--- src/rtl/div_issue_ctrl.sv ---
// div_issue_ctrl: requester-side control for an iterative unsigned divider (DIV/DIVU/REM/REMU).
// Latency: 2 cycles req->done_o for div-by-zero/overflow/illegal; ISSUE + core + FIXUP + DONE otherwise.
// Backpressure: busy_o stalls the CPU; start is held off while div_busy_i; req_i ignored outside IDLE.
// Option: define DIV_REM_EN to support REM/REMU; without it they complete with err_o=1, result 0.
module div_issue_ctrl #(
  parameter int WIDTH       = 32,
  parameter int TIMEOUT_CYC = 64
) (
  input  logic             clk_i,
  input  logic             rst_i,
  input  logic             req_i,
  input  logic [1:0]       op_i,
  input  logic [WIDTH-1:0] rs1_i,
  input  logic [WIDTH-1:0] rs2_i,
  output logic             busy_o,
  output logic             done_o,
  output logic [WIDTH-1:0] result_o,
  output logic             dz_o,
  output logic             err_o,
  output logic             div_start_o,
  output logic [WIDTH-1:0] div_dividend_o,
  output logic [WIDTH-1:0] div_divisor_o,
  input  logic             div_busy_i,
  input  logic             div_valid_i,
  input  logic             div_error_i,
  input  logic [WIDTH-1:0] div_result_i
);

  localparam int CW = $clog2(TIMEOUT_CYC);
  localparam logic [WIDTH-1:0] MIN_VAL = {1'b1, {(WIDTH-1){1'b0}}};

  typedef enum logic [2:0] {S_IDLE, S_ISSUE, S_WAIT, S_FIXUP, S_DONE} state_t;

  state_t           r_state, w_next;
  logic             r_rem, r_qneg, r_rneg, r_dz, r_ovf, r_err;
  logic [WIDTH-1:0] r_dvd, r_dvs, r_q, r_result;
  logic [CW-1:0]    r_tmo;

  // Operand decode at the request boundary
  logic             w_signed, w_s1, w_s2, w_dz_in, w_ovf_in, w_ill_in, w_tmo_hit;
  logic [WIDTH-1:0] w_abs1, w_abs2, w_qfix, w_rs1_orig, w_fix_result;

  assign w_signed  = ~op_i[0];
  assign w_s1      = w_signed & rs1_i[WIDTH-1];
  assign w_s2      = w_signed & rs2_i[WIDTH-1];
  assign w_abs1    = w_s1 ? -rs1_i : rs1_i;
  assign w_abs2    = w_s2 ? -rs2_i : rs2_i;
  assign w_dz_in   = (rs2_i == '0);
  assign w_ovf_in  = w_signed && (rs1_i == MIN_VAL) && (rs2_i == '1);
`ifdef DIV_REM_EN
  assign w_ill_in  = 1'b0;
`else
  assign w_ill_in  = op_i[1];
`endif
  assign w_tmo_hit = (r_tmo == CW'(TIMEOUT_CYC - 1));

  // Sign fix-up of the unsigned core result; original rs1 rebuilt from magnitude and sign
  assign w_qfix     = r_qneg ? -r_q : r_q;
  assign w_rs1_orig = r_rneg ? -r_dvd : r_dvd;

`ifdef DIV_REM_EN
  logic [WIDTH-1:0] w_prod, w_r, w_rfix;
  assign w_prod = r_q * r_dvs;
  assign w_r    = r_dvd - w_prod;
  assign w_rfix = r_rneg ? -w_r : w_r;
`endif

  // Final result selection: illegal, divide-by-zero, overflow, then normal quotient/remainder
  always_comb begin
    w_fix_result = '0;
    if (r_err)      w_fix_result = '0;
    else if (r_dz)  w_fix_result = r_rem ? w_rs1_orig : '1;
    else if (r_ovf) w_fix_result = r_rem ? '0 : MIN_VAL;
`ifdef DIV_REM_EN
    else            w_fix_result = r_rem ? w_rfix : w_qfix;
`else
    else            w_fix_result = w_qfix;
`endif
  end

  // State register
  always_ff @(posedge clk_i or posedge rst_i) begin
    if (rst_i) r_state <= S_IDLE;
    else       r_state <= w_next;
  end

  // Next-state and handshake outputs; special cases skip the core and resolve in FIXUP
  always_comb begin
    w_next      = r_state;
    busy_o      = 1'b0;
    done_o      = 1'b0;
    div_start_o = 1'b0;
    case (r_state)
      S_IDLE: begin
        if (req_i) w_next = (w_dz_in || w_ovf_in || w_ill_in) ? S_FIXUP : S_ISSUE;
      end
      S_ISSUE: begin
        busy_o = 1'b1;
        if (!div_busy_i) begin
          div_start_o = 1'b1;
          w_next      = S_WAIT;
        end
      end
      S_WAIT: begin
        busy_o = 1'b1;
        if (div_error_i)      w_next = S_DONE;
        else if (div_valid_i) w_next = S_FIXUP;
        else if (w_tmo_hit)   w_next = S_DONE;
      end
      S_FIXUP: begin
        busy_o = 1'b1;
        w_next = S_DONE;
      end
      S_DONE: begin
        done_o = 1'b1;
        w_next = S_IDLE;
      end
      default: w_next = S_IDLE;
    endcase
  end

  // Operand capture, timeout counting, core result capture and result update
  always_ff @(posedge clk_i or posedge rst_i) begin
    if (rst_i) begin
      r_rem    <= 1'b0;
      r_qneg   <= 1'b0;
      r_rneg   <= 1'b0;
      r_dz     <= 1'b0;
      r_ovf    <= 1'b0;
      r_err    <= 1'b0;
      r_dvd    <= '0;
      r_dvs    <= '0;
      r_q      <= '0;
      r_result <= '0;
      r_tmo    <= '0;
    end else begin
      case (r_state)
        S_IDLE: begin
          if (req_i) begin
            r_rem  <= op_i[1];
            r_qneg <= w_s1 ^ w_s2;
            r_rneg <= w_s1;
            r_dvd  <= w_abs1;
            r_dvs  <= w_abs2;
            r_dz   <= w_dz_in & ~w_ill_in;
            r_ovf  <= w_ovf_in & ~w_ill_in;
            r_err  <= w_ill_in;
            r_tmo  <= '0;
          end
        end
        S_WAIT: begin
          r_tmo <= r_tmo + 1'b1;
          if (div_error_i || (!div_valid_i && w_tmo_hit)) begin
            r_err    <= 1'b1;
            r_result <= '0;
          end else if (div_valid_i) begin
            r_q <= div_result_i;
          end
        end
        S_FIXUP: r_result <= w_fix_result;
        default: ;
      endcase
    end
  end

  assign result_o       = r_result;
  assign dz_o           = done_o & r_dz;
  assign err_o          = done_o & r_err;
  assign div_dividend_o = r_dvd;
  assign div_divisor_o  = r_dvs;

endmodule

--- config.mk ---
export PLATFORM = sky130hd
export DESIGN_NAME = div_issue_ctrl
export DESIGN_NICKNAME = d
export VERILOG_FILES = /design/src/rtl/div_issue_ctrl.sv
export SDC_FILE = /design/constraint.sdc
export NUM_CORES = 1
export LEC_CHECK = 0
export BUFFER_PORTS_ARGS = -buffer_cell sky130_fd_sc_hd__buf_4
export CAP_MARGIN = 20
export CORE_MARGIN = 2
export CORE_UTILIZATION = 59
export CTS_BUF_LIST = sky130_fd_sc_hd__clkbuf_16
export DETAILED_ROUTE_END_ITERATION = 12
export HOLD_SLACK_MARGIN = 0.06
export MAX_ROUTING_LAYER = met4
export PLACE_DENSITY = 0.87
export SETUP_SLACK_MARGIN = 0.1
export SLEW_MARGIN = 20
export SYNTH_ARGS = -nofsm -noshare
export SYNTH_HDL_FRONTEND = slang
export SYNTH_SLANG_ARGS = --single-unit
--- constraint.sdc ---
create_clock -name clk_i -period 10.2 [get_ports clk_i]
set_input_delay 1.02 -clock clk_i [delete_from_list [all_inputs] [get_ports clk_i]]
set_output_delay 1.02 -clock clk_i [all_outputs]
set_load 0.005 [all_outputs]
Word level (Yosys, flattened, before mapping)
Index checks and enable logic that the tools add are counted.
{ "totals": {"register_bits": 143, "word_cells": 83, "out_inout_bits": 101, "inputBits": 104} }
{ "op_classes": {"reduce_logical": 18, "bitwise": 10, "n_eq_ne": 11, "mux": 27, "n_addsub": 5} }
{ "op_table": {"columns": ["cell", "count"], "rows": [
  ["$mux W32", 10],
  ["$neg A32 Y32", 4],
  ["$eq A32 B32 Y1 const B", 2],
  ["$pmux W32 S2", 1],
  ["$logic_not A32 Y1", 1],
  ["$mux W3", 5],
  ["$pmux W3 S4", 1],
  ["$pmux W6 S2", 1],
  ["$reduce_and A3 Y1", 3],
  ["$add A6 B1 Y6 const B", 1],
  ["$and A1 B1 Y1", 6],
  ["$eq A3 B2 Y1 const B", 2],
  ["$eq A6 B6 Y1 const B", 1],
  ["$mux W1", 6],
  ["$mux W6", 1],
  ["$ne A2 B2 Y1 const B", 3],
  ["$reduce_and A2 Y1", 3],
  ["$ne A4 B4 Y1 const B", 1],
  ["$reduce_bool A2 Y1", 2],
  ["$eq A3 B1 Y1 const B", 1],
  ["$eq A3 B3 Y1 const B", 1],
  ["$logic_and A1 B1 Y1", 3],
  ["$logic_not A3 Y1", 1],
  ["$logic_or A1 B1 Y1", 3],
  ["6 further kinds", 8]
]} }

Longest topological paths before layout
{ "logic_depth": {"depth_word": 8, "ltp_mapped": 8, "depth_no_buf": 8} }

Worst setup path before layout
No wires, ideal clock.
{ "synth_path": {"path_kind": "in2reg", "startpoint": "input port rs1_i[6]", "endpoint": "register r_dvd[30], in the netlist div_dividend_o[30]", "stages": 6, "t_required_ps": 10071, "arrival_time_ps": 2961, "slack_ps": 7110, "cell_sequence": "or4_4 > or4_4 > or3_4 > o41ai_2 > xor2_1 > o21ai_1"} }
{ "synth_via": {"elab_chain_cells": 2} }
{ "synth_rtl": {"columns": ["item", "line_no", "text"], "rows": [
  ["start, declared", "13", "input logic [WIDTH-1:0] rs1_i,"],
  ["$neg A32 Y32", "46", "assign w_abs1 = w_s1 ? -rs1_i : rs1_i;"],
  ["$mux W32", "46", null],
  ["end signal, assigned", "143", "r_dvd <= w_abs1;"],
  ["end, declared", "36", "logic [WIDTH-1:0] r_dvd, r_dvs, r_q, r_result;"]
]} }
No other way between the ends.
A chain may end at the register's enable or synchronous reset.

Worst setup path after layout
{ "layout_path": {"startpoint": "register r_dvd[5], in the netlist div_dividend_o[5]", "endpoint": "register r_result[29], in the netlist result_o[29]"} }
{ "layout_via": {"elab_chain_cells": 6} }
{ "layout_rtl": {"columns": ["item", "line_no", "text"], "rows": [
  ["$neg A32 Y32", "59", "assign w_rs1_orig = r_rneg ? -r_dvd : r_dvd;"],
  ["$mux W32", "59", null],
  ["$mux W32 (2 in a row)", "72", "else if (r_dz) w_fix_result = r_rem ? w_rs1_orig : '1;"],
  ["$mux W32", "71", "if (r_err) w_fix_result = '0;"],
  ["$pmux W32 S2", "137", "case (r_state)"],
  ["end signal, assigned", "160", "S_FIXUP: r_result <= w_fix_result;"],
  ["end, declared", "36", null]
]} }
No other way between the ends.

==> reports/qor.yml <==
status:
  outcome: "completed"
power_and_ir_drop:
  static-leakage-power_nw: 4.72
  power.internal_mw: 1.89
  pwr-share-comb: 0.400
  p_switching_mw: 1.18
  power.density_cell_area_nw_per_um2: 284
  irDropWorstVdd_v: 0.000155
  clock_power_share: 0.217
  pwr-share-seq: 0.383
  switching_share: 0.384
timing:
  postLayoutSetupSlackWorst_ns: 7.02
  drv_slew: 0
  rsz_0062_raised_after_global_routing: "no"
  hold_viol: 0
  tns_ns: 0
  max_freq_ghz: 0.314
  actual_transition_at_the_worst_max_transition_pin_ns: 1.09
  post-route-period-util: 0.312
  finalSetupViolCount: 0
  final.setup_skew_ns: 0.00919
  slew_headroom: 0.273
  timing.final.crit_period_ns: 3.18
floorplanning:
  design.die.area_um2: 15500
  fp.dieW_um: 124
  rows: 43
  die_height_um: 124
  num_io_pins: 205
  floorplan.core_area_um2: 14000
  floorplan.initialDensity: 0.611
clock_network:
  cts_max_level: 4
  cts_hold_buffers: 0
  cts_max_path_buffers: 2
  cts_sinks: 143
  postCtsSetupRepairBufs: 0
  clockRootBuffer: "sky130_fd_sc_hd__clkbuf_16"
  cts_tree: "yes"
  worst_skew_pair.late_latency_ns: 0.42
  cts_inserted_buffers: 17
  postCtsResizedCells: 0
  path_clk_slew_ns: 0.06
synthesis:
  synth.avg_cell_area_um2: 9.18
  synthesis.area_um2: 8540
  post-synth-top-area-fraction: 0.419
  synth_cell_types: 48
  post_synth_main_area_contributors: "sky130_fd_sc_hd__dfrtp_1 (42%), sky130_fd_sc_hd__xor2_1 (8.2%), sky130_fd_sc_hd__o21ai_0 (6.3%)"
  mappedNetlistNets: 1040
  post_synth_fa_ha_maj_area_fraction: 0.00879
  synth_sequential_area_ratio: 0.419
  netlist_top_cells_count: "sky130_fd_sc_hd__dfrtp_1 (143), sky130_fd_sc_hd__nand2_1 (127), sky130_fd_sc_hd__o21ai_0 (108)"
  synth_compound_area_frac: 0.198
  synth-edff-count: 0
  synth_mux_area_frac: 0.0447
  syn-instance-count: 930
  synth_seq_cells: 143
  synth_top_family_by_area: "compound AO/OA/AOI/OAI gates"
  post-synth-top-area-cell: "sky130_fd_sc_hd__dfrtp_1"
  yosys.area_share.xor_xnor: 0.120
  ys.flop_type: "sky130_fd_sc_hd__dfrtp_1"
  synthesis.yosys.warnings: 0
  asyncSetResetFlopFracSynth: 1.00
  synth-simple-area-share: 0.178
  synth_most_common_cell: "sky130_fd_sc_hd__dfrtp_1"
finish:
  proportion_of_layout_cells_with_a_drive_suffix_above_1: 0.261
  antennaDiodeCount: 0
  relative_area_change_from_synthesis_to_final_layout_pct: 26.3
  finalNonFillerCells: 1296
  final_area_um2: 10800
  design.final.nets: 1213
  layout.core_utilization: 0.771
routing:
  drt-met1-wl_mm: 10.5
  drt_iter0_drc: 791
  routed_wirelength_mm: 24.5
  routed_wire_length_per_instance_um: 18.9
  drt-vias-per-instance: 6.22
  dr_total_vias: 8059
  antenna_nets_post_route: 0
  met2WireLength_mm: 11.5
  route.top_layer_used: "met4"
  post-route-drc-count: 0
  wire_length_on_met3_mm: 1.86
  drt_first_pass_iters: 5
placed_design:
  portBuffers: 204
  dp.final_hpwl_mm: 17.4
  place_congestion: 0.892
  dpl_cell_area_um2: 10200
  dp_slack_ns: 6.82
  place_inst: 1264
worst_setup_path:
  cp-start-kind: "flip-flop"
  setup.reg_to_reg.worst_slack_ns: 7.02
  worst-setup-path-type: "flip-flop to flip-flop"
  timing.critical_path.cells: "nor4_1, nand4b_1, o41ai_1, xor2_1, nand2_1, a32o_1"
  max_stage_delay_ns: 0.77
  worstSetupEndpointType: "flip-flop"
  timing.critical_path.fanout_max: 12
  worst_ep_arrival_time_ns: 3.49
  cp_data_required_time_ns: 10.51
  crit_slowest_cell: "sky130_fd_sc_hd__nor4_1"
job:
  maxCapViolations: 0
global_routing:
  total_global_routing_track_utilization: 0.323
  maximum_number_of_pins_on_one_net_before_global_route_repair: 129
  grt_first_pass_wirelength_mm: 39.4
  grt_antenna_before_repair: 0
  grt_pass1_vias: 7537
  grt_overflow_total: 0
hold_path:
  hold_path_class: "flip-flop to flip-flop"
layer usage:
layer  up-vias  GRT usage
li1       3729          -
met1      3868      0.438
met2       412      0.491
met3        50     0.0692
met4         0     0.0991
met5         -          -
through the flow:
| stage | hold slack, ns | total power [mW] |
|---|---|---|
| floorplan | 0.449 | 1.78 |
| global placement | 0.464 | 2.31 |
| detailed placement | 0.471 | 2.36 |
| CTS | 0.486 | 3.05 |
| global route | 0.512 | 3.26 |
| finish | 0.484 | 3.06 |
registers in the layout (all words and copies together) (netlist names):
register        count
r_q                32
r_ovf               1
r_dz                1
r_qneg              1
r_rem               1
r_rneg              1
r_err               1
div_dividend_o     32
result_o           32
r_tmo               6
r_state             3
div_divisor_o      32
layout make-up:
| type | count | area [µm²] |
|---|---|---|
| multi-input combinational | 717 | 4710 |
| clock buffer | 17 | 425 |
| sequential | 143 | 3580 |
| timing repair buffer | 211 | 1590 |
| fill | 958 | 3200 |
| tap | 180 | 225 |
| inverter | 13 | 53.8 |
| clock inverter | 15 | 201 |
layout by cell type (no fill, tap or decap), types with 3 or more instances in the layout:
| cell type | n |
|---|---|
| sky130_fd_sc_hd__xor2_1 | 80 |
| sky130_fd_sc_hd__or3_1 | 13 |
| sky130_fd_sc_hd__dfrtp_1 | 143 |
| sky130_fd_sc_hd__a22o_1 | 7 |
| sky130_fd_sc_hd__o21bai_1 | 9 |
| sky130_fd_sc_hd__nand2_1 | 127 |
| sky130_fd_sc_hd__nand3_1 | 9 |
| sky130_fd_sc_hd__clkinv_1 | 3 |
| sky130_fd_sc_hd__nor2b_1 | 6 |
| sky130_fd_sc_hd__nand3b_1 | 4 |
| sky130_fd_sc_hd__nor4_1 | 16 |
| sky130_fd_sc_hd__o41ai_2 | 5 |
| sky130_fd_sc_hd__and3_1 | 5 |
| sky130_fd_sc_hd__nor2_1 | 49 |
| sky130_fd_sc_hd__o41ai_1 | 19 |
| sky130_fd_sc_hd__a21o_1 | 8 |
| sky130_fd_sc_hd__inv_1 | 14 |
| sky130_fd_sc_hd__ha_1 | 6 |
| sky130_fd_sc_hd__or4_4 | 4 |
| sky130_fd_sc_hd__a21oi_1 | 25 |
| sky130_fd_sc_hd__clkbuf_16 | 17 |
| sky130_fd_sc_hd__xnor2_1 | 37 |
| sky130_fd_sc_hd__o221ai_1 | 5 |
| sky130_fd_sc_hd__or2_2 | 4 |
| sky130_fd_sc_hd__mux2_2 | 33 |
| sky130_fd_sc_hd__buf_4 | 210 |
| sky130_fd_sc_hd__nand2b_1 | 8 |
| sky130_fd_sc_hd__nor3_1 | 18 |
| sky130_fd_sc_hd__o31ai_1 | 38 |
| sky130_fd_sc_hd__o21ai_0 | 108 |
| sky130_fd_sc_hd__nand4_1 | 10 |
| sky130_fd_sc_hd__bufinv_16 | 5 |
| sky130_fd_sc_hd__clkinv_2 | 3 |
| sky130_fd_sc_hd__or4_1 | 19 |
| sky130_fd_sc_hd__o21ai_1 | 3 |
| sky130_fd_sc_hd__a32o_1 | 17 |
worst paths after layout:
kind	endpoint	start	depth (start not counted)
max	result_o[29]	div_dividend_o[5]	6
min	div_divisor_o[16]	div_divisor_o[16]	2
max reg2reg	result_o[29]	div_dividend_o[5]	6
min reg2reg	div_divisor_o[16]	div_divisor_o[16]	2
max in group asynchronous	div_dividend_o[16]	rst_i	3
min in group asynchronous	r_q[2]	rst_i	2
power by group through the flow:
| stage | Clock, mW | Sequential [mW] | Combinational [mW] |
|---|---|---|---|
| 2_1_floorplan | 0 | 1.05 | 0.733 |
| 3_3_place_gp | 0 | 1.15 | 1.16 |
| 3_5_place_dp | 0 | 1.16 | 1.20 |
| 4_1_cts | 0.671 | 1.16 | 1.22 |
| 5_1_grt | 0.697 | 1.22 | 1.34 |
| 6_report | 0.665 | 1.17 | 1.22 |
kinds of logic (layout without fill, tap and decap cells):
group                    Yosys count  count (layout)
multiplexers                      34              34
flip-flops                       143             143
adder cells (fa/ha/maj)            6               6
AND/OR/NAND/NOR                  307             307
XOR/XNOR                         117             117
buffers and inverters             70             256
AO/OA/AOI/OAI                    253             253
critical path: cells and delay by family, from the launching register on:
kind / cells / cell delay, ns
compound gates: 2 / 0.90
xor+xnor: 1 / 0.18
flops: 1 / 0.50
simple gates: 3 / 1.48
(Power assumes the default switching activity.)
